[src/rtl/bch_pkg.sv]
// bch_pkg: shared states and constants for the BCH decoder control path.
package bch_pkg;
    typedef enum logic [2:0] {S_IDLE, S_LOAD, S_SYN, S_BER, S_CHI, S_OUT} state_e;
    localparam logic [9:0] N63 = 10'd63;
    localparam logic [9:0] N255 = 10'd255;
    localparam logic [9:0] N1023 = 10'd1023;
    localparam logic [9:0] OUT_FAIL = 10'h3FF;
    localparam int LLR_PER_BEAT = 8;
    function automatic logic [9:0] code_to_n(input logic [1:0] code);
        return code == 2'd1 ? N63 : code == 2'd2 ? N255 : N1023;
    endfunction
endpackage

[src/rtl/bch_stage_hs.sv]
// bch_stage_hs: start pulse, done qualification and watchdog for whichever engine stage is armed.
module bch_stage_hs #(
    parameter int TIMEOUT = 2047
) (
    input  logic clk,
    input  logic rst,
    input  logic arm_i,
    input  logic done_i,
    output logic start_o,
    output logic done_o,
    output logic tmo_o
);
    localparam int CW = $clog2(TIMEOUT + 1);
    logic          active_q;
    logic          start_q;
    logic [CW-1:0] cnt_q;
    assign start_o = start_q;
    // a done coinciding with the start pulse belongs to a previous job
    assign done_o = active_q && !start_q && done_i;
    assign tmo_o = active_q && !start_q && !done_i && cnt_q == CW'(TIMEOUT);
    always_ff @(posedge clk) begin
        if (rst) begin
            active_q <= 1'b0;
            start_q  <= 1'b0;
            cnt_q    <= '0;
        end else begin
            start_q  <= arm_i;
            active_q <= arm_i || (active_q && !done_o && !tmo_o);
            cnt_q    <= arm_i ? '0 : cnt_q + 1'b1;
        end
    end
endmodule

[src/rtl/bch_dec_ctrl.sv]
// bch_dec_ctrl: sequences codeword load, syndrome/BER/Chien stages and error-location readout.
module bch_dec_ctrl
    import bch_pkg::state_e, bch_pkg::S_IDLE, bch_pkg::S_LOAD, bch_pkg::S_SYN,
           bch_pkg::S_BER, bch_pkg::S_CHI, bch_pkg::S_OUT, bch_pkg::LLR_PER_BEAT;
#(
    parameter int         STAGE_TIMEOUT = 2047,
    parameter logic [9:0] OUT_FAIL      = bch_pkg::OUT_FAIL
) (
    input  logic       clk,
    input  logic       rst,
    input  logic       set,
    input  logic       mode,
    input  logic [1:0] code,
    output logic       ready,
    output logic       load_we,
    output logic [9:0] load_addr,
    output logic [9:0] len,
    output logic       syn_start,
    output logic       ber_start,
    output logic       chi_start,
    input  logic       syn_done,
    input  logic       ber_done,
    input  logic       chi_done,
    input  logic       ber_fail,
    input  logic [3:0] chi_cnt,
    output logic       cand_sel,
    output logic [3:0] loc_idx,
    input  logic [9:0] loc_data,
    output logic       finish,
    output logic [9:0] odata,
    output logic       dec_fail
);
    state_e     state_q, state_d;
    logic [9:0] load_addr_q, load_addr_d, len_q, len_d, odata_q, odata_d;
    logic [3:0] c0_q, c0_d, k_q, k_d, idx_q, idx_d, nbeat;
    logic       mode_q, mode_d, cand_sel_q, cand_sel_d, fail_q, fail_d;
    logic       finish_q, finish_d, dec_fail_q, dec_fail_d;
    logic       hs_arm, hs_done_in, hs_start, hs_done, hs_tmo;
    bch_stage_hs #(.TIMEOUT(STAGE_TIMEOUT)) u_hs (
        .clk(clk), .rst(rst), .arm_i(hs_arm), .done_i(hs_done_in),
        .start_o(hs_start), .done_o(hs_done), .tmo_o(hs_tmo)
    );
    assign hs_arm = state_d != state_q && (state_d == S_SYN || state_d == S_BER || state_d == S_CHI);
    assign hs_done_in = state_q == S_SYN ? syn_done : state_q == S_BER ? ber_done :
                        state_q == S_CHI ? chi_done : 1'b0;
    assign syn_start = hs_start && state_q == S_SYN;
    assign ber_start = hs_start && state_q == S_BER;
    assign chi_start = hs_start && state_q == S_CHI;
    assign ready = state_q == S_LOAD;
    assign load_we = ready;
    assign load_addr = load_addr_q;
    assign len = len_q;
    assign cand_sel = cand_sel_q;
    assign loc_idx = idx_q;
    assign finish = finish_q;
    assign odata = odata_q;
    assign dec_fail = dec_fail_q;
    assign nbeat = (fail_q || k_q == 4'd0) ? 4'd1 : k_q;
    always_comb begin
        state_d = state_q;
        load_addr_d = load_addr_q;
        len_d = len_q;
        mode_d = mode_q;
        cand_sel_d = cand_sel_q;
        c0_d = c0_q;
        k_d = k_q;
        fail_d = fail_q;
        idx_d = '0;
        finish_d = 1'b0;
        dec_fail_d = 1'b0;
        odata_d = odata_q;
        case (state_q)
            S_IDLE: if (set) begin
                len_d = bch_pkg::code_to_n(code);
                mode_d = mode;
                load_addr_d = len_d;
                cand_sel_d = 1'b0;
                state_d = S_LOAD;
            end
            S_LOAD: begin
                load_addr_d = load_addr_q - 10'(LLR_PER_BEAT);
                state_d = load_addr_q == 10'd7 ? S_SYN : S_LOAD;
            end
            S_SYN: if (hs_tmo) begin
                state_d = S_OUT;
                fail_d = 1'b1;
            end else if (hs_done) state_d = S_BER;
            S_BER: if (hs_tmo || (hs_done && ber_fail && !cand_sel_q)) begin
                state_d = S_OUT;
                fail_d = 1'b1;
            end else if (hs_done && ber_fail) begin
                // a failed second pass falls back to the first candidate
                state_d = S_OUT;
                cand_sel_d = 1'b0;
                k_d = c0_q;
                fail_d = 1'b0;
            end else if (hs_done) state_d = S_CHI;
            S_CHI: if (hs_tmo) begin
                state_d = S_OUT;
                fail_d = 1'b1;
            end else if (hs_done && !cand_sel_q) begin
                c0_d = chi_cnt;
                cand_sel_d = mode_q;
                k_d = chi_cnt;
                fail_d = 1'b0;
                state_d = mode_q ? S_BER : S_OUT;
            end else if (hs_done) begin
                state_d = S_OUT;
                fail_d = 1'b0;
                cand_sel_d = chi_cnt < c0_q;
                k_d = chi_cnt < c0_q ? chi_cnt : c0_q;
            end
            S_OUT: if (idx_q == nbeat) state_d = S_IDLE;
            else begin
                finish_d = 1'b1;
                dec_fail_d = fail_q;
                odata_d = (fail_q || k_q == 4'd0) ? OUT_FAIL : loc_data;
                idx_d = idx_q + 4'd1;
            end
            default: state_d = S_IDLE;
        endcase
    end
    always_ff @(posedge clk) begin
        if (rst) begin
            state_q     <= S_IDLE;
            load_addr_q <= '0;
            len_q       <= '0;
            mode_q      <= 1'b0;
            cand_sel_q  <= 1'b0;
            c0_q        <= '0;
            k_q         <= '0;
            fail_q      <= 1'b0;
            idx_q       <= '0;
            finish_q    <= 1'b0;
            dec_fail_q  <= 1'b0;
            odata_q     <= '0;
        end else begin
            state_q     <= state_d;
            load_addr_q <= load_addr_d;
            len_q       <= len_d;
            mode_q      <= mode_d;
            cand_sel_q  <= cand_sel_d;
            c0_q        <= c0_d;
            k_q         <= k_d;
            fail_q      <= fail_d;
            idx_q       <= idx_d;
            finish_q    <= finish_d;
            dec_fail_q  <= dec_fail_d;
            odata_q     <= odata_d;
        end
    end
endmodule

[config.mk]
export PLATFORM = sky130hd
export DESIGN_NAME = bch_dec_ctrl
export DESIGN_NICKNAME = d
export VERILOG_FILES = /design/src/rtl/bch_pkg.sv /design/src/rtl/bch_stage_hs.sv /design/src/rtl/bch_dec_ctrl.sv
export SDC_FILE = /design/constraint.sdc
export NUM_CORES = 1
export LEC_CHECK = 0
export BUFFER_PORTS_ARGS = -buffer_cell sky130_fd_sc_hd__buf_2
export CELL_PAD_IN_SITES_DETAIL_PLACEMENT = 0
export CELL_PAD_IN_SITES_GLOBAL_PLACEMENT = 2
export CORE_MARGIN = 2
export CORE_UTILIZATION = 34
export DETAILED_ROUTE_END_ITERATION = 8
export HOLD_SLACK_MARGIN = 0.15
export PLACE_DENSITY = 0.86
export SLEW_MARGIN = 20
export SYNTH_ARGS = -nofsm -noshare
export SYNTH_HDL_FRONTEND = slang
export SYNTH_SLANG_ARGS = --single-unit
[constraint.sdc]
create_clock -name clk -period 4.6 [get_ports clk]
set_input_delay 1.38 -clock clk [delete_from_list [all_inputs] [get_ports clk]]
set_output_delay 1.38 -clock clk [all_outputs]
set_load 0.03 [all_outputs]
# After elaboration in Yosys (flattened, before gate mapping)
# Index checks and enable logic that the tools add are counted.
# classes
n_addsub,3
order_cmp,1
eq_ne,22
mux,43
bitwise,3
reduce_logical,39
# op_table
operator,n
two-way mux 10 bit,4
two-way mux 3 bit,11
two-way mux 4 bit,7
one-hot mux 10 bit (2 select lines),1
one-hot mux 3 bit (6 select lines),1
two-way mux 1 bit,15
logical AND 1 bit,13
equality test 3 x 2 -> 1 bit (second input constant),4
adder 11 x 1 -> 11 bit (second input constant),1
equality test 11 bit (second input constant),1
equality test 10 x 3 -> 1 bit (second input constant),1
subtractor 10 x 4 -> 10 bit (second input constant),1
equality test 3 bit (second input constant),3
inequality test 2 bit (second input constant),4
one-hot mux 4 bit (2 select lines),1
one-hot mux 1 bit (3 select lines),2
AND reduction 2 bit,3
AND reduction 6 bit,1
nonzero test 3 bit,2
logical NOT 1 bit,5
logical OR 1 bit,5
AND reduction 5 bit,1
adder 4 x 1 -> 4 bit (second input constant),1
equality test 4 bit,1
18 further kinds,22
# word_totals
reg_bits,63
inputBits,24
out_inout_bits,42
wordCells,126

# Logic depth before layout (Yosys ltp)
# Gate-level depths: netlist of the first run.
# depth
ltp_word,15
ltp_mapped,10
mapped_depth_nobuf,8

# Cells and area by module
# A second synthesis of the first run with hierarchy kept.
# hier_totals
cells_unflattened,309
hier_area_um2,2723.9
# modules_own_cells
module,n_inst,cells_per_inst,area_per_inst_um2,seq_area_each_um2
bch_dec_ctrl,1,248,2167.1,820.8
bch_stage_hs,1,61,556.8,260.2

# Worst setup path after synthesis of the first run
# Ideal clock, no wire load.
# synth_timing
path_type,input -> register
startpoint,in chi_done
endpoint,reg u_hs.cnt_q[10]
setup_time_ps,104
arrival_ps,2964
required_time_ps,4496
path_slack_ps,1532
cell_stages,8
path_buffers,2
cell_sequence,nand4bb_1 -> o21ai_1 -> or2_1 -> buf_6 -> mux2_4 -> or2_4 -> buf_6 -> a2111oi_2
# synth_between
elab_chain_len,14
word_cells_on_any_way,28
cone_classes,4 x eq/ne; 12 x mux; 12 x reduce/logical
# synth_rtl
element,line,rtl
"start, declared",bch_dec_ctrl.sv:23,"input logic chi_done,"
two-way mux 1 bit *,bch_dec_ctrl.sv:45,state_q == S_CHI ? chi_done : 1'b0;
two-way mux 1 bit * (2 in series),bch_dec_ctrl.sv:44,assign hs_done_in = state_q == S_SYN ? syn_done : state_q == S_BER ? ber_done :
logical NOT 1 bit / logical AND 1 bit (equally long branches),"bch_stage_hs.sv:20, bch_stage_hs.sv:19",
"logical AND 1 bit, on equally long branches","bch_stage_hs.sv:20, bch_dec_ctrl.sv:88, bch_dec_ctrl.sv:91",
"logical AND 1 bit, on equally long branches","bch_stage_hs.sv:20, bch_dec_ctrl.sv:88",
logical OR 1 bit,bch_dec_ctrl.sv:88,S_BER: if (hs_tmo || (hs_done && ber_fail && !cand_sel_q)) begin
two-way mux 3 bit,bch_dec_ctrl.sv:88,
one-hot mux 3 bit (6 select lines) *,bch_dec_ctrl.sv:72,case (state_q)
equality test 3 x 2 -> 1 bit,bch_dec_ctrl.sv:43,assign hs_arm = state_d != state_q && (state_d == S_SYN || state_d == S_BER || state_d == S_CHI);
logical OR 1 bit (2 in series),bch_dec_ctrl.sv:43,
logical AND 1 bit *,bch_dec_ctrl.sv:43,
OR reduction 2 bit (no line) *,n/a,
"end signal, assigned",bch_stage_hs.sv:29,cnt_q <= arm_i ? '0 : cnt_q + 1'b1;
"end, declared",bch_stage_hs.sv:16,logic [CW-1:0] cnt_q;
# Mark *: on every way between the ends. The rest lies on a longest branch, timed or not.
# A chain may end at the register's enable or synchronous reset.

# Worst setup path in the final report of the first run
# layout_timing
startpoint,reg state_q[0]
endpoint,out ready
# layout_between
elab_chain_len,1
# layout_rtl
element,line,rtl
"start, declared",bch_dec_ctrl.sv:33,"state_e state_q, state_d;"
"start signal, assigned",bch_dec_ctrl.sv:138,state_q <= state_d;
equality test 3 x 1 -> 1 bit,bch_dec_ctrl.sv:49,assign ready = state_q == S_LOAD;
"end, declared",bch_dec_ctrl.sv:14,"output logic ready,"
# No other way between the ends.

==> summary.md, run 1 <==
| Metric | Value |
|---|---|
| Run status | `finished clean` |
| Resize count post-CTS | `0` |
| Die H | `96.0 um` |
| Placer's final routability congestion estimate | `0.809` |
| CTS max path bufs | `2` |
| Gr busiest metal | `met2` |
| Vias per cell | `5.25` |
| Reg2reg setup slack | `1.80 ns` |
| Global-route usage over all layers | `15.7%` |
| Peak supply drop | `0.168 mV` |
| Initial antenna violation count | `0` |
| CTS tree | `done` |
| Pwr/cell area | `295 mW/mm^2` |
| Max-Cap Viols | `0` |
| Hold Vio Cnt, Final | `0` |
| Yosys cell types | `58` |
| CP max FO | `15` |
| Synth Register Bits | `54` |
| Post-synth top area cell | `dfxtp_1` |
| Final setup margin | `1.45 ns` |
| Top post-synthesis cells by count | `54 x dfxtp_1, 39 x nor2_1, 32 x nor3_1` |
| Worst-path clk slew | `0.10 ns` |
| Yosys top cell area share | `37.6%` |
| Hold crit path type | `flop to flop` |
| Reg-to-reg critical path endpoint | `u_hs.cnt_q[0]$_SDFF_PP0_` |
| # hold bufs at CTS | `0` |
| Reg2reg start | `state_q[2]$_SDFF_PP0_` |
| Routing usage on met3 | `2.98%` |
| Fraction of synthesis flops using an asynchronous set or reset pin | `0%` |
| Num CTS Buffers | `5` |
| Post-Synthesis Cells | `341` |
| Area growth syn-to-layout | `14.6%` |
| DR DRC count | `0` |
| Initial core utilization | `35.0%` |
| Hold Startpoint | `c0_q[0]$_SDFFE_PP0P_` |
| FF-to-FF path depth | `7` |
| RSZ-0062 raised after global routing | `false` |
| Post-CTS Setup Bufs | `0` |
| Core Box Area | `0.00822 mm^2` |
| Die ar. | `0.00921 mm^2` |
| Cell Count, Final, Fillers Out | `492` |
| Synth warnings | `0` |
| Met2 GRT Util | `24.5%` |
| Fillers | `876` |
| P_leak | `1.28 nW` |
| Mapped Area | `0.00288 mm^2` |
| Root buf cell | `clkbuf_8` |
| Number of H-tree levels | `2` |
| Synth Area in Adders | `3.05%` |
| Sequential share of the synthesized area | `37.6%` |
| Multiplexer share of the synthesized area | `1.91%` |
| Detailed-route via count | `2581` |
| Compound-Gate Fraction of Synth Area | `19.7%` |
| Critical Path RT | `3.22 ns` |
| Number of flops mapped to enable cells by yosys | `0` |
| Routed Antenna Nets | `0` |
| Hold EP | `c0_q[0]$_SDFFE_PP0P_` |
| Congestion Overflow GR | `0` |
| Final Power | `0.973 mW` |
| Layout cells sized above 1 | `24.3%` |
| Pre-CTS WS | `1.17 ns` |
| Worst-margin pin slew | `0.776 ns` |
| Crit path arrival time | `1.77 ns` |
| Kind of critical path | `flop to primary output` |
| Final setup vio count | `0` |
| Syn avg cell area | `8.43 um^2` |
| Most common cell in the synthesized netlist | `dfxtp_1` |
| First-pass GRT wire length | `11.4 mm` |
| Met1 usage | `22.1%` |
| Number of port buffers | `65` |
| Row Count | `33` |
| Vias in the first global route | `2357` |
| Die W | `96.0 um` |
| Slew Viols, Final | `0` |
| Xor and xnor fraction of the mapped netlist area | `4.26%` |
| Syn Nets | `372` |
| CTS sink cnt | `54` |
| Fin Hold WS | `0.480 ns` |
| Setup TNS | `0 ns` |
| WHS Path Cells | `2` |
| Top_reg_cell synth | `dfxtp_1` |
| Ports | `66` |
| Achievable Freq | `318 MHz` |
| Area contributors post-synth | `dfxtp_1 38%, nor3_1 5.6%, nor2_1 5.1%, a2111oi_2 4.2%, nand2_1 3.1%` |
| NumNets Final | `417` |
| Crit path launch type | `flop` |
| Routed length per placed instance | `14.0 um` |
| Largest family of logic cells by synthesized area | `simple AND/OR/NAND/NOR gates` |
| Simple-gate portion of the synthesized area | `26.1%` |
| Placed Cells | `484` |
| Rel. slew slack | `48.1%` |
| Number of inserted diodes | `0` |
| Clk_lat worst skew | `0.32 ns` |
| Clk_skew | `0.0103 ns` |
| DPL Wire Length | `5.09 mm` |
| Period utilisation layout | `68.4%` |
| Critical Path End Type | `primary output` |
| Shortest period the worst path allows | `3.15 ns` |
| Detailed Route WL | `6.89 mm` |
| Largest net degree at the start of global routing | `27` |
| DR pass1 iterations | `7` |
| Initial DRC count | `108` |
worst max-delay path by stage:
stage	from	endpoint	slack (ns)
after floorplan	chi_done	u_hs.cnt_q[10]$_SDFF_PP0_	1.53
after global placement	set	u_hs.cnt_q[1]$_SDFF_PP0_	1.22
after detailed placement	set	u_hs.cnt_q[1]$_SDFF_PP0_	1.17
after CTS	state_q[0]$_SDFF_PP0_	ready	1.45
after global routing	state_q[0]$_SDFF_PP0_	ready	1.31
final	state_q[0]$_SDFF_PP0_	ready	1.45
stage by stage:
step	utilization, %	instance area, um^2
after detailed placement	38.7	3180
after global placement	38.7	3180
after floorplan	-	2880
after global routing	40.1	3300
after CTS	39.9	3280
final	40.1	3300
critical path: stages (launching register included):
cell	delay, ns
dfxtp_1	0.66
nand2_1	0.22
inv_1	0.31
buf_2	0.26
state kept, by name, indices dropped and copies added, names as in the netlist:
register / flops
c0_q: 4
cand_sel: 1
dec_fail: 1
fail_q: 1
finish: 1
k_q: 4
len: 3
load_addr: 8
loc_idx: 4
mode_q: 1
odata: 10
state_q: 3
u_hs.active_q: 1
u_hs.cnt_q: 11
u_hs.start_o: 1
cell usage in the layout, fill, tap and decap left out, drive strengths merged, types with 4 or more instances in the layout:
| cell type | Yosys | routed |
|---|---|---|
| nor3 | 32 | 32 |
| clkbuf | 11 | 5 |
| nand2b | 5 | 5 |
| xnor2 | 6 | 6 |
| mux2i | 4 | 4 |
| buf | 17 | 66 |
| and3 | 4 | 4 |
| a2111oi | 11 | 11 |
| nand2 | 24 | 24 |
| inv | 13 | 15 |
| a21oi | 17 | 17 |
| ha | 7 | 7 |
| nand4 | 4 | 4 |
| a31oi | 5 | 5 |
| nand3 | 16 | 16 |
| nor2 | 39 | 39 |
| a311oi | 4 | 4 |
| xor2 | 8 | 8 |
| o21ai | 11 | 11 |
| dfxtp | 54 | 54 |
| a211oi | 5 | 5 |
logic make-up (layout without fill, tap and decap cells):
kind of cell / count (synthesis) / count (layout)
AOI/OAI and AO/OA: 72 / 72
xor gates and xnor gates: 14 / 14
adders and majority gates: 7 / 7
buffers and inverters: 41 / 87
DFF: 54 / 54
muxes: 5 / 5
and+or+nand+nor: 148 / 148
power breakdown:
group	leakage (nW)	total [mW]	internal, mW	switching, mW
Clock	0.0491	0.284	0.112	0.172
Combinational	0.790	0.179	0.0586	0.121
Sequential	0.439	0.509	0.485	0.0242
Total	1.28	0.973	0.656	0.317
layer usage:
metal,vias to the layer above,wire [um]
li1,1315,-
met3,6,280
met4,0,71
met5,-,0
met1,1215,3360
met2,45,3180
layout make-up:
class | instances | area [um^2] | area share [%]
multi-input cells | 246 | 1610 | 48.7
flip-flops and latches | 54 | 1080 | 32.8
repair buffers | 66 | 333 | 10.1
well taps | 105 | 131 | 3.99
clock buffers | 5 | 68.8 | 2.09
inverters | 13 | 48.8 | 1.48
clock inverters | 3 | 26.3 | 0.797
Power figures use the tool's default switching activity.
==> inputs of run 2 (changes only) <==
--- a/config.mk
+++ b/config.mk
@@ -5,14 +5,15 @@
 export SDC_FILE = /design/constraint.sdc
 export NUM_CORES = 1
 export LEC_CHECK = 0
+export ABC_AREA = 1
 export BUFFER_PORTS_ARGS = -buffer_cell sky130_fd_sc_hd__buf_2
 export CELL_PAD_IN_SITES_DETAIL_PLACEMENT = 0
 export CELL_PAD_IN_SITES_GLOBAL_PLACEMENT = 2
 export CORE_MARGIN = 2
-export CORE_UTILIZATION = 34
+export CORE_UTILIZATION = 29
 export DETAILED_ROUTE_END_ITERATION = 8
 export HOLD_SLACK_MARGIN = 0.15
-export PLACE_DENSITY = 0.86
+export PLACE_DENSITY = 0.8
 export SLEW_MARGIN = 20
 export SYNTH_ARGS = -nofsm -noshare
 export SYNTH_HDL_FRONTEND = slang
==> constraint.sdc (replaced) <==
create_clock -name clk -period 2.9 [get_ports clk]
set_input_delay 0.87 -clock clk [delete_from_list [all_inputs] [get_ports clk]]
set_output_delay 0.87 -clock clk [all_outputs]
set_load 0.03 [all_outputs]
==> run 2 against run 1 <==
Compared with the run above: power rose by 63%; sequential share of layout area down 0.16 points; first-iteration DRC count down 10%; critical path depth is 2 higher; via count is 1.0% higher; clock power increased by 82%; routed wire length is 1.1% lower; combinational power grew 55%; synthesized area fell by 3.4%; utilization is 4.4 points lower; clock skew down 0.0053 ns.
==> summary.md, run 2 <==
| Metric | Value |
|---|---|
| Critical Path End Type | `primary output` |
| Crit path launch type | `flop` |
| Top post-synthesis cells by count | `68 x nand2_1, 65 x nor2_1, 56 x inv_1` |
| Most frequent cells in the layout | `68 x nand2_1, 65 x nor2_1, 65 x buf_2, 56 x inv_1, 54 x dfxtp_1` |
| Pwr/cell area | `480 mW/mm^2 (+62%)` |
| Crit path cell chain | `inv_1 -> nor2_2 -> inv_1 -> nor2_1 -> buf_2` |
| Hold Vio Cnt, Final | `0 (unchanged)` |
| Core Box Area | `0.00928 mm^2 (+13%)` |
| Clk_lat worst skew | `0.31 ns (about the same)` |
| Peak supply drop | `0.191 mV (+13%)` |
| DR DRC count | `0 (unchanged)` |
| Placer's final routability congestion estimate | `0.864 (+6.8%)` |
| Die W | `102 um (+6.2%)` |
| RSZ-0062 raised after global routing | `false` |
| Met2 GRT Util | `20.0% (-4.5 points)` |
| Combinational share of power | `17.5% (-0.9 points)` |
| Row Count | `35 (+6.1%)` |
| Post-CTS Setup Bufs | `0 (unchanged)` |
| Slowest CP cell | `dfxtp_1` |
| Post-Synthesis Cells | `399 (+17%)` |
| Resize count post-CTS | `0 (unchanged)` |
| CTS sink cnt | `54 (unchanged)` |
| Achievable Freq | `380 MHz` |
| Most common cell on crit path | `inv_1` |
| Post-synth top area cell | `dfxtp_1` |
| Cell Area, Placed | `0.00320 mm^2 (+0.47%)` |
| DR pass1 iterations | `4 (-3)` |
| Sequential share of the synthesized area | `38.9% (+1.3 points)` |
| Fraction of synthesis flops using an asynchronous set or reset pin | `0% (unchanged)` |
| CTS max path bufs | `2 (unchanged)` |
| Layout cells sized above 1 | `19.5% (-4.8 points)` |
| Fin util | `35.7% (-4.4 points)` |
| Number of inserted diodes | `0 (unchanged)` |
| Hold crit path type | `flop to flop` |
| Die H | `102 um (+6.2%)` |
| Slew Viols, Final | `0 (unchanged)` |
| Buf/Inv on CP | `3 (+1)` |
| Routed Antenna Nets | `0 (unchanged)` |
| Biggest register | `u_hs.cnt_q` |
| Yosys cell types | `34 (-41%)` |
| Clk_skew | `0.00498 ns (-0.00533 ns)` |
| Area occupied by multi-input gates | `0.00138 mm^2 (-14%)` |
| Critical path's largest stage delay | `0.55 ns (-0.11 ns)` |
| Syn avg cell area | `6.96 um^2 (-17%)` |
| Max-Cap Viols | `0 (unchanged)` |
| Met1 usage | `20.1% (-2.0 points)` |
| Vias per cell | `4.42 (-16%)` |
| Routing usage on met3 | `3.28% (+0.31 points)` |
| Number of flip-flops in the largest register | `11 (unchanged)` |
| Seq pwr share | `49.9% (-2.4 points)` |
| Pint | `1.12 mW (+70%)` |
| Placed Cells | `582 (+20%)` |
| Fillers | `1082 (+24%)` |
| Kind of critical path | `flop to primary output` |
| Detailed-route via count | `2607 (+1.0%)` |
| Gr busiest metal | `met1` |
| Final setup vio count | `0 (unchanged)` |
| Crit path arrival time | `1.76 ns (about the same)` |
| P_leak | `1.58 nW (+24%)` |
| Top_reg_cell synth | `dfxtp_1` |
| Die ar. | `0.0104 mm^2 (+13%)` |
| CP max FO | `7 (-8)` |
| Worst-margin pin slew | `0.434 ns (-0.342 ns)` |
| CTS tree | `done` |
| Area growth syn-to-layout | `19.2%` |
| Root buf cell | `clkbuf_8` |
| Congestion Overflow GR | `0 (unchanged)` |
| Most common cell after layout, fill and taps aside | `nand2_1` |
| Switching Share | `29.8% (-2.8 points)` |
| Period utilisation layout | `90.8%` |
| Sw Pwr | `0.473 mW (+49%)` |
| Mapped Area | `0.00278 mm^2 (-3.4%)` |
| Initial DRC count | `97 (-10%)` |
| Shortest period the worst path allows | `2.63 ns` |
| Area contributors post-synth | `dfxtp_1 39%, nand2_1 9.2%, nor2_1 8.8%, inv_1 7.6%, o21ai_0 4.9%` |
| DPL Wire Length | `5.22 mm (+2.6%)` |
| Worst-path clk slew | `0.10 ns (about the same)` |
| Ports | `66 (unchanged)` |
| Final Power | `1.59 mW (+63%)` |
| Rel. slew slack | `71.0% (+23 points)` |
| Largest net degree at the start of global routing | `18 (-33%)` |
| Number of flops mapped to enable cells by yosys | `0 (unchanged)` |
| Initial core utilization | `29.9% (-5.1 points)` |
| Num CTS Buffers | `5 (unchanged)` |
| Number of H-tree levels | `2 (unchanged)` |
| # hold bufs at CTS | `0 (unchanged)` |
| Synth warnings | `0 (unchanged)` |
| Routed length per placed instance | `11.5 um (-18%)` |
| Detailed Route WL | `6.81 mm (-1.1%)` |
| Initial antenna violation count | `0 (unchanged)` |
| Cell Count, Final, Fillers Out | `590 (+20%)` |
| Run status | `finished clean` |
| Vias in the first global route | `2344 (-0.55%)` |
| Worst path top cell family by delay | `flip-flops` |
| Synth Register Bits | `54 (unchanged)` |
| Syn Nets | `430 (+16%)` |
| Yosys top cell area share | `38.9% (+1.3 points)` |
| Register Area | `0.00108 mm^2 (unchanged)` |
| Most common cell in the synthesized netlist | `nand2_1` |
| Critical Path RT | `2.03 ns (-1.19 ns)` |
| Number of port buffers | `65 (unchanged)` |
| NumNets Final | `491 (+18%)` |
| First-pass GRT wire length | `11.4 mm (-0.24%)` |
| Final Instance Area | `0.00331 mm^2 (+0.49%)` |
| Clock network fraction of total power | `32.5% (+3.3 points)` |
| Setup TNS | `0 ns (unchanged)` |
| Global-route usage over all layers | `13.8% (-1.9 points)` |
-- run 2: cell types whose count changed after synthesis, moves of 8 or more --
cell / before / now
nand2_1: 24 / 68
nor2_1: 39 / 65
nor3_1: 32 / 13
o21ai_0: 10 / 27
a2111oi_2: 8 / 0
inv_1: 13 / 56
-- run 2: worst paths after layout --
path,from,cells past startpoint,slack [ns],end
hold reg to reg,u_hs.cnt_q[0]$_SDFF_PP0_,1,0.45,u_hs.cnt_q[0]$_SDFF_PP0_
setup / recovery,state_q[2]$_SDFF_PP0_,5,0.27,chi_start
setup reg to reg,u_hs.cnt_q[0]$_SDFF_PP0_,16,0.49,u_hs.cnt_q[0]$_SDFF_PP0_
hold / removal,u_hs.cnt_q[0]$_SDFF_PP0_,1,0.45,u_hs.cnt_q[0]$_SDFF_PP0_
-- run 2: layer usage --
metal | wire, um | share of wire, %
met1 | 3490 | 51
met2 | 2840 | 42
met3 | 379 | 5.6
met4 | 109 | 1.6
met5 | 0 | 0
-- run 2: cells by family (layout without fill, tap and decap cells) --
family                     after synthesis  after routing  share of synthesized area, %
xor gates and xnor gates                13             13                          4.10
DFF                                     54             54                          38.9
adders and majority gates                7              7                          3.15
AOI/OAI and AO/OA                       58             58                          11.3
and+or+nand+nor                        193            193                          30.9
buffers and inverters                   74            136                          11.6
-- run 2: power by group through the flow --
stage	combinational, mW	sequential (mW)	clock (mW)
3_3_place_gp	0.280	0.812	0
5_1_grt	0.311	0.799	0.571
6_report	0.278	0.793	0.517
3_5_place_dp	0.279	0.811	0
2_1_floorplan	0.175	0.845	0
4_1_cts	0.281	0.794	0.538
-- run 2: stage by stage --
step	setup slack (ns)	hold WS, ns
floorplan	0.679	0.418
global placement	0.397	0.426
detailed placement	0.347	0.441
CTS	0.251	0.456
global route	0.0987	0.488
finish	0.266	0.453
-- run 2: cell type report --
type | instances | area share (%)
Clock buffer | 5 | 2.08
Clock inverter | 3 | 1.36
Inverter | 58 | 6.57
Multi-Input combinational cell | 271 | 41.5
Sequential cell | 54 | 32.6
Tap cell | 129 | 4.87
Timing Repair Buffer | 70 | 11.0
-- run 2: worst register-to-register path, stage by stage (launching register included) --
cell and delay, ns:
dfxtp_1 0.36, ha_1 0.19, nand2_1 0.06, nor2_1 0.19, nand2_1 0.15, nor2_1 0.19
nand3_2 0.19, inv_1 0.15, nand2_1 0.07, nand2_1 0.06, inv_1 0.03, nand3_1 0.11
nand2_1 0.07, nand2_1 0.07, nand2_1 0.05, nand2_1 0.29, nor2_1 0.07
